[src/rtl/lfsr_share_ctrl.sv]
// Round-robin sequencer sharing one 8-bit LFSR between two requesters:
// optional reseed, N step pulses, then return the LFSR byte to the winner.
module lfsr_share_ctrl #(
  parameter int          STEP_W       = 4,
  parameter logic [7:0]  DEFAULT_SEED = 8'hA5
) (
  input  logic                clk_i,
  input  logic                rst_i,
  input  logic [1:0]          req_i,
  input  logic [1:0]          seed_load_i,
  input  logic [15:0]         seed_i,
  input  logic [2*STEP_W-1:0] steps_i,
  output logic                lfsr_load_o,
  output logic [7:0]          lfsr_seed_o,
  output logic                lfsr_step_o,
  input  logic [7:0]          lfsr_value_i,
  output logic [1:0]          ack_o,
  output logic [7:0]          data_o,
  output logic                done_o,
  output logic                owner_o,
  output logic                busy_o
);

  typedef enum logic [2:0] {INIT, IDLE, LOAD, STEP, CAPTURE} state_t;

  localparam logic [STEP_W-1:0] CNT_ONE = 1;

  state_t              state_q, state_d;
  logic [STEP_W-1:0]   cnt_q, cnt_d;
  logic                last_owner_q;
  logic                grant;
  logic                win;
  logic                sel_load;
  logic [7:0]          sel_seed;
  logic [STEP_W-1:0]   sel_steps;

  // An all-zero seed would lock the LFSR up, so it is replaced.
  function automatic logic [7:0] fix_seed(input logic [7:0] s);
    return (s == 8'h00) ? DEFAULT_SEED : s;
  endfunction

  always_comb begin
    win       = (&req_i) ? ~last_owner_q : req_i[1];
    sel_load  = seed_load_i[win];
    sel_seed  = win ? seed_i[15:8] : seed_i[7:0];
    sel_steps = win ? steps_i[2*STEP_W-1:STEP_W] : steps_i[STEP_W-1:0];
  end

  always_comb begin
    state_d = state_q;
    cnt_d   = cnt_q;
    grant   = 1'b0;
    case (state_q)
      // INIT holds for the cycle in which the registered load pulse is visible.
      INIT:    state_d = lfsr_load_o ? IDLE : INIT;
      IDLE: begin
        if (|req_i) begin
          grant = 1'b1;
          cnt_d = sel_steps;
          if (sel_load)                 state_d = LOAD;
          else if (sel_steps != '0)     state_d = STEP;
          else                          state_d = CAPTURE;
        end
      end
      LOAD:    state_d = (cnt_q != '0) ? STEP : CAPTURE;
      STEP: begin
        if (cnt_q <= CNT_ONE) state_d = CAPTURE;
        else                  cnt_d   = cnt_q - CNT_ONE;
      end
      CAPTURE: state_d = IDLE;
      default: state_d = INIT;
    endcase
  end

  // Outputs are registered from the next state so they line up with it.
  always_ff @(posedge clk_i or negedge rst_i) begin
    if (!rst_i) begin
      state_q      <= INIT;
      cnt_q        <= '0;
      last_owner_q <= 1'b1;
      owner_o      <= 1'b0;
      lfsr_load_o  <= 1'b0;
      lfsr_step_o  <= 1'b0;
      lfsr_seed_o  <= DEFAULT_SEED;
      busy_o       <= 1'b0;
      done_o       <= 1'b0;
      ack_o        <= 2'b00;
      data_o       <= 8'h00;
    end else begin
      state_q     <= state_d;
      cnt_q       <= cnt_d;
      lfsr_load_o <= (state_d == INIT) || (state_d == LOAD);
      lfsr_step_o <= (state_d == STEP);
      lfsr_seed_o <= (grant && sel_load) ? fix_seed(sel_seed) : DEFAULT_SEED;
      busy_o      <= (state_d != IDLE);
      done_o      <= (state_q == CAPTURE);
      ack_o       <= (state_q == CAPTURE) ? (owner_o ? 2'b10 : 2'b01) : 2'b00;
      if (state_q == CAPTURE) data_o <= lfsr_value_i;
      if (grant) begin
        owner_o      <= win;
        last_owner_q <= win;
      end
    end
  end

endmodule

[config.mk]
export PLATFORM = sky130hd
export DESIGN_NAME = lfsr_share_ctrl
export DESIGN_NICKNAME = d
export VERILOG_FILES = /design/src/rtl/lfsr_share_ctrl.sv
export SDC_FILE = /design/constraint.sdc
export NUM_CORES = 1
export LEC_CHECK = 0
export BUFFER_PORTS_ARGS = -buffer_cell sky130_fd_sc_hd__buf_2
export CORE_UTILIZATION = 43
export CTS_BUF_LIST = sky130_fd_sc_hd__clkbuf_16
export DETAILED_ROUTE_END_ITERATION = 16
export GPL_TIMING_DRIVEN = 0
export MAX_ROUTING_LAYER = met4
export PLACE_DENSITY_LB_ADDON = 0.12
export SLEW_MARGIN = 25
export SYNTH_ARGS = -nofsm -noshare
export SYNTH_HDL_FRONTEND = slang
export SYNTH_SLANG_ARGS = --single-unit
[constraint.sdc]
create_clock -name clk_i -period 1.6 [get_ports clk_i]
set_clock_uncertainty 0.05 [all_clocks]
set_input_delay 0 -clock clk_i [delete_from_list [all_inputs] [get_ports clk_i]]
set_output_delay 0 -clock clk_i [all_outputs]
set_load 0.005 [all_outputs]
### Word level (Yosys, flattened, before mapping)

Cells that the tools add are included.

| storage, ports and cells | value |
|---|---|
| register bits after elaboration | 31 |
| input bits | 38 |
| output and inout port bits | 23 |
| logic and storage cells | 56 |

| operators by class | value |
|---|---|
| $add $sub $neg | 1 |
| $lt $le $gt $ge | 2 |
| equality and inequality tests | 9 |
| multiplexer cells | 21 |
| bitwise gates (word level) | 1 |
| reduce and logical (&&, ||, !) cells | 11 |

Operators by type and width:

| cell | number |
|---|---|
| 8-bit two-way mux | 3 |
| 3-bit two-way mux | 5 |
| 3-bit case mux with 5 select lines | 1 |
| 3-bit by 2-bit == test with 1-bit output (second input constant) | 4 |
| 4-bit two-way mux | 3 |
| 8-bit zero test | 1 |
| 4-bit case mux with 2 select lines | 1 |
| 4-bit nonzero test | 2 |
| 3-bit zero test | 2 |
| 1-bit two-way mux | 6 |
| 4-bit by 1-bit <= comparator with 1-bit output (second input constant) | 1 |
| 2-bit two-way mux | 2 |
| 2-bit != test (second input constant) | 2 |
| 4-bit by 1-bit subtractor with 4-bit output (second input constant) | 1 |
| 3-bit by 1-bit == test with 1-bit output (second input constant) | 1 |
| 3-bit == test (second input constant) | 1 |
| 3-bit by 1-bit != test with 1-bit output (second input constant) | 1 |
| 3-bit AND reduction | 1 |
| 1-bit by 2-bit < comparator with 1-bit output (second input constant) | 1 |
| 2-bit AND reduction | 1 |
| 2-bit nonzero test | 1 |
| 2-bit OR reduction | 1 |
| 1-bit logical AND | 1 |
| 1-bit logical OR | 1 |
| 1-bit inverter | 1 |

### Depth between registers and ports, before layout

| logic depth | value |
|---|---|
| word-level depth | 10 |
| mapped depth | 6 |
| gate-level depth less buffers | 6 |

### Worst setup path before layout

Ideal clock, no wire load.

| timing | value |
|---|---|
| kind | register -> register |
| from | register cnt_q[0] |
| to | register cnt_q[0] |
| setup time | 0.124 ns |
| arrival time | 1.418 ns |
| required time | 1.426 ns |
| setup slack | 0.008 ns |
| stages on the path, launching flop included | 7 |
| buffers on the path | 0 |
| period minus slack after synthesis | 1.592 ns |
| path through | dfrtp_1 > inv_1 > ha_1 > nor2_1 > o31ai_2 > a211oi_1 > a211o_1 |

| between the ends | value |
|---|---|
| word-level cells in the longest chain between the ends | 3 |
| elaborated cells on any way between the ends | 6 |
| those cells by class | 1 x add/sub; 1 x order compare; 1 x eq/ne; 2 x mux; 1 x reduce/logical |

Ends and longest elaborated chain:

| item | RTL line | text |
|---|---|---|
| start, declared | 29 | `logic [STEP_W-1:0] cnt_q, cnt_d;` |
| start signal, assigned | 91 | `cnt_q <= cnt_d;` |
| 4-bit by 1-bit subtractor with 4-bit output or 4-bit by 1-bit <= comparator with 1-bit output (tied branches) | 68, 67 |  |
| 4-bit two-way mux or 2-bit != test (tied branches) | - |  |
| 4-bit case mux with 2 select lines or 3-bit AND reduction (tied branches) | - |  |

Parallel ways exist; a longest one is shown, timed or not. The select of a mux whose other input is x is not followed.
A chain may end at the register's enable or synchronous reset.

### Worst setup path after layout

| timing | value |
|---|---|
| from | register state_q[0] |
| to | register cnt_q[0] |

| between the ends | value |
|---|---|
| word-level cells in the longest chain between the ends | 3 |
| elaborated cells on any way between the ends | 7 |
| those cells by class | 4 x eq/ne; 1 x mux; 2 x reduce/logical |

Ends and longest elaborated chain:

| item | RTL line | text |
|---|---|---|
| start, declared | 28 | `state_t state_q, state_d;` |
| start signal, assigned | 90 | `state_q <= state_d;` |
| 3-bit by 2-bit == test with 1-bit output or 3-bit by 1-bit == test with 1-bit output (tied branches) | 53 | `case (state_q)` |
| 2-bit != test (no source line) or 2-bit nonzero test (tied branches) | - |  |
| 3-bit AND reduction (no source line) | - |  |

Parallel ways exist; a longest one is shown, timed or not.

==> metrics.csv <==
metric,value,unit
status,"complete, but fails checks",
violated checks,setup timing,
DRT Pass-1 Iters,4,
sequential group share of total power,0.333,
FF-to-FF path depth,4,
Post-Syn Area per Cell,10.16,um^2
Ys Warns,0,
share of cells above drive strength 1,0.4498,
Tcrit/Tclk final,1.004,
Synth Register Bits,31,
CTS tree,built,
Final #Nets,289,
Pleak,1.134,nW
Worst Setup Path Type,flop to flop,
"Async S/R FF share, synth",1.000,
Hold Path Class,input port to flop,
first-pass GRT wire length,7652,um
worst hold path startpoint,seed_i[8],
num rows,21,
HPWL after DPL,2721,um
Layout area overhead,54.28,%
Worst-Skew Late Latency,0.27,ns
Clock power frac,0.265,
final core utilization,0.7070,
arrival time worst endpoint,1.72,ns
critical path endpoint category,flop,
vias,1596,
Fillers,248,
drt via density,5.410,
NetSw,1.331,mW
"Seq/Total Area, Yosys",0.4996,
post-DR wirelength/cell,15.15,um
Tmin final,1.607,ns
maximum clock frequency,0.6223,GHz
placed insts,260,
die width,62.34,um
RD Place Congestion,0.8333,
core area,3416,um^2
Worst Path Required,1.71,ns
largest net degree at the start of global routing,32,
CTS sink count,31,
worst vdd ir,0.9159,mV
pwr dens,1640,nW/um^2
Antenna Nets Post-Route,0,
final hold vios,0,
flop-to-flop setup slack,-0.007,ns
"most common cell after layout, fill and taps aside",buf_2,
# setup viols final,1,
"non-filler cells, final",295,
"EDFF count, synth",0,
Reg-to-Reg End,cnt_q[0],
logic gate share of total power,0.402,
Initial Util,0.4582,
clock buffer depth,2,
Synth Instances,154,
worst setup margin,-0.006886,ns
TritonCTS Buffers,5,
Startpoint Class,flop,
Worst Hold Endpoint,lfsr_seed_o[0],
Worst slew margin,0.5432,
hold path depth,3,
worst-path fanout max,10,
Antenna diodes,0,
Synth Flop Type,dfrtp_1,
Int Pwr,2.629,mW
Place WS,-0.1384,ns
vias in the first global route,1668,
Max-Cap Viols,0,
Congestion Overflow GR,0,
RSZ-0062 raised after global routing,true,
initial antenna violation count,0,
Clock Root Buffer,clkbuf_16,
H-tree Lvls,2,
Cell variety after synth,44,
die footprint,3886,um^2
Post-route DRC,0,
Pwr Total,3.960,mW
clock slew at reported path FFs,0.05,ns
num ports,61,
post-synth net total,195,
final wirelength,4469,um
Tot GR Track Use,0.2610,
DIE HEIGHT,62.34,um
"Cell Area, Synth",1565,um^2
Sw Ratio,0.3361,
I/O Buffers,60,
Max Transition Viols Final,0,
most frequent cells in the layout,"buf_2 (61), dfrtp_1 (23), dlygate4sd3_1 (23), nand2_1 (21), nor2_1 (12)",
Initial DRC Count,53,
slew of the pin with the lowest slew margin,0.6852,ns
RR Startpoint,state_q[0],
==> registers in the layout (all words and copies together) (netlist names) <==
register / count
ack_o: 2
owner_o: 1
data_o: 8
lfsr_step_o: 1
cnt_q: 4
last_owner_q: 1
busy_o: 1
lfsr_load_o: 1
done_o: 1
lfsr_seed_o: 8
state_q: 3
==> worst max-delay path by stage <==
| stage | startpoint | endpoint | slack [ns] |
|---|---|---|---|
| 3_3_place_gp | cnt_q[0] | cnt_q[0] | -0.15 |
| 4_1_cts | state_q[2] | cnt_q[0] | -0.0006 |
| 2_1_floorplan | cnt_q[0] | cnt_q[0] | 0.008 |
| 6_report | state_q[0] | cnt_q[0] | -0.007 |
| 5_1_grt | cnt_q[1] | cnt_q[0] | -0.06 |
| 3_5_place_dp | cnt_q[0] | cnt_q[0] | -0.14 |
==> worst max-delay path: stages (launching register included) <==
cell and delay [ns]:
dfrtp_2 0.45, nor3b_4 0.35, o21ai_4 0.17, and2_4 0.19, a211o_1 0.28
==> stage by stage <==
stage          setup TNS [ns]  hold slack (ns)  instance area (um^2)
2_1_floorplan               0          -0.3456                  1565
3_3_place_gp          -0.3810          0.01609                  1923
3_5_place_dp          -0.5422          0.02764                  1923
4_1_cts            -0.0005836          0.05080                  2369
5_1_grt               -0.3630          0.04418                  2415
6_report            -0.006886          0.01042                  2415
==> cell type report <==
class	count	area [um^2]	share of cell area
Clock inverter	3	38.79	0.01606
Inverter	2	7.507	0.003109
Multi-Input combinational cell	115	797.0	0.3301
Tap cell	46	57.56	0.02383
Buffer	6	42.54	0.01762
Timing Repair Buffer	87	560.5	0.2321
Sequential cell	31	785.8	0.3254
Clock buffer	5	125.1	0.05181
==> routing by layer <==
metal  track usage  vias to the layer above  routed length, um
met5             -                        -                  0
met4       0.08430                        0                108
met3       0.06618                       12                279
met2        0.4354                       83               2254
met1        0.3081                      743               1826
li1              -                      758                  -
==> what timing repair did <==
action,in CTS,in global routing
hold buffers,23,0
endpoints found under the hold margin,41,0
pin swaps,1,1
endpoints found under the setup margin,19,22
cloned,0,0
buffers inserted,1,3
resized for setup,13,11
==> cells in the mapped netlist, drive strengths merged, types with 2 or more instances <==
library cell  number  share of area
o21ai              7          0.025
inv                2         0.0048
o22a               2          0.013
o22ai              3          0.012
o31ai              2          0.013
a22o               2          0.012
ha                 3          0.024
nor3b              2          0.017
nor2              15          0.036
a21oi             11          0.035
nor3               5          0.016
and2               2         0.0096
dfstp              5          0.084
o211ai             2         0.0096
mux2               8          0.058
nor4               3          0.012
nand2             21          0.050
dfrtp             26           0.42
or4                3          0.014
a211oi             5          0.024
nand4              2         0.0080
buf                6          0.022
a32oi              2          0.011
==> logic make-up after synthesis <==
logic type,count (synthesis),share of synthesized area
compound gates,44,0.1983
fa+ha+maj,3,0.02398
buf+inv,8,0.02718
flops,31,0.4996
mux,8,0.05756
simple gates,60,0.1935
==> power by group through the flow <==
stage / Sequential, mW / Clock [mW] / Combinational (mW)
final: 1.32 / 1.05 / 1.59
after global routing: 1.36 / 1.11 / 1.76
after CTS: 1.31 / 1.07 / 1.49
after detailed placement: 1.29 / 0 / 1.32
after global placement: 1.27 / 0 / 1.29
after floorplan: 1.27 / 0 / 0.888
Note: power is estimated with default switching activity, not from simulation.
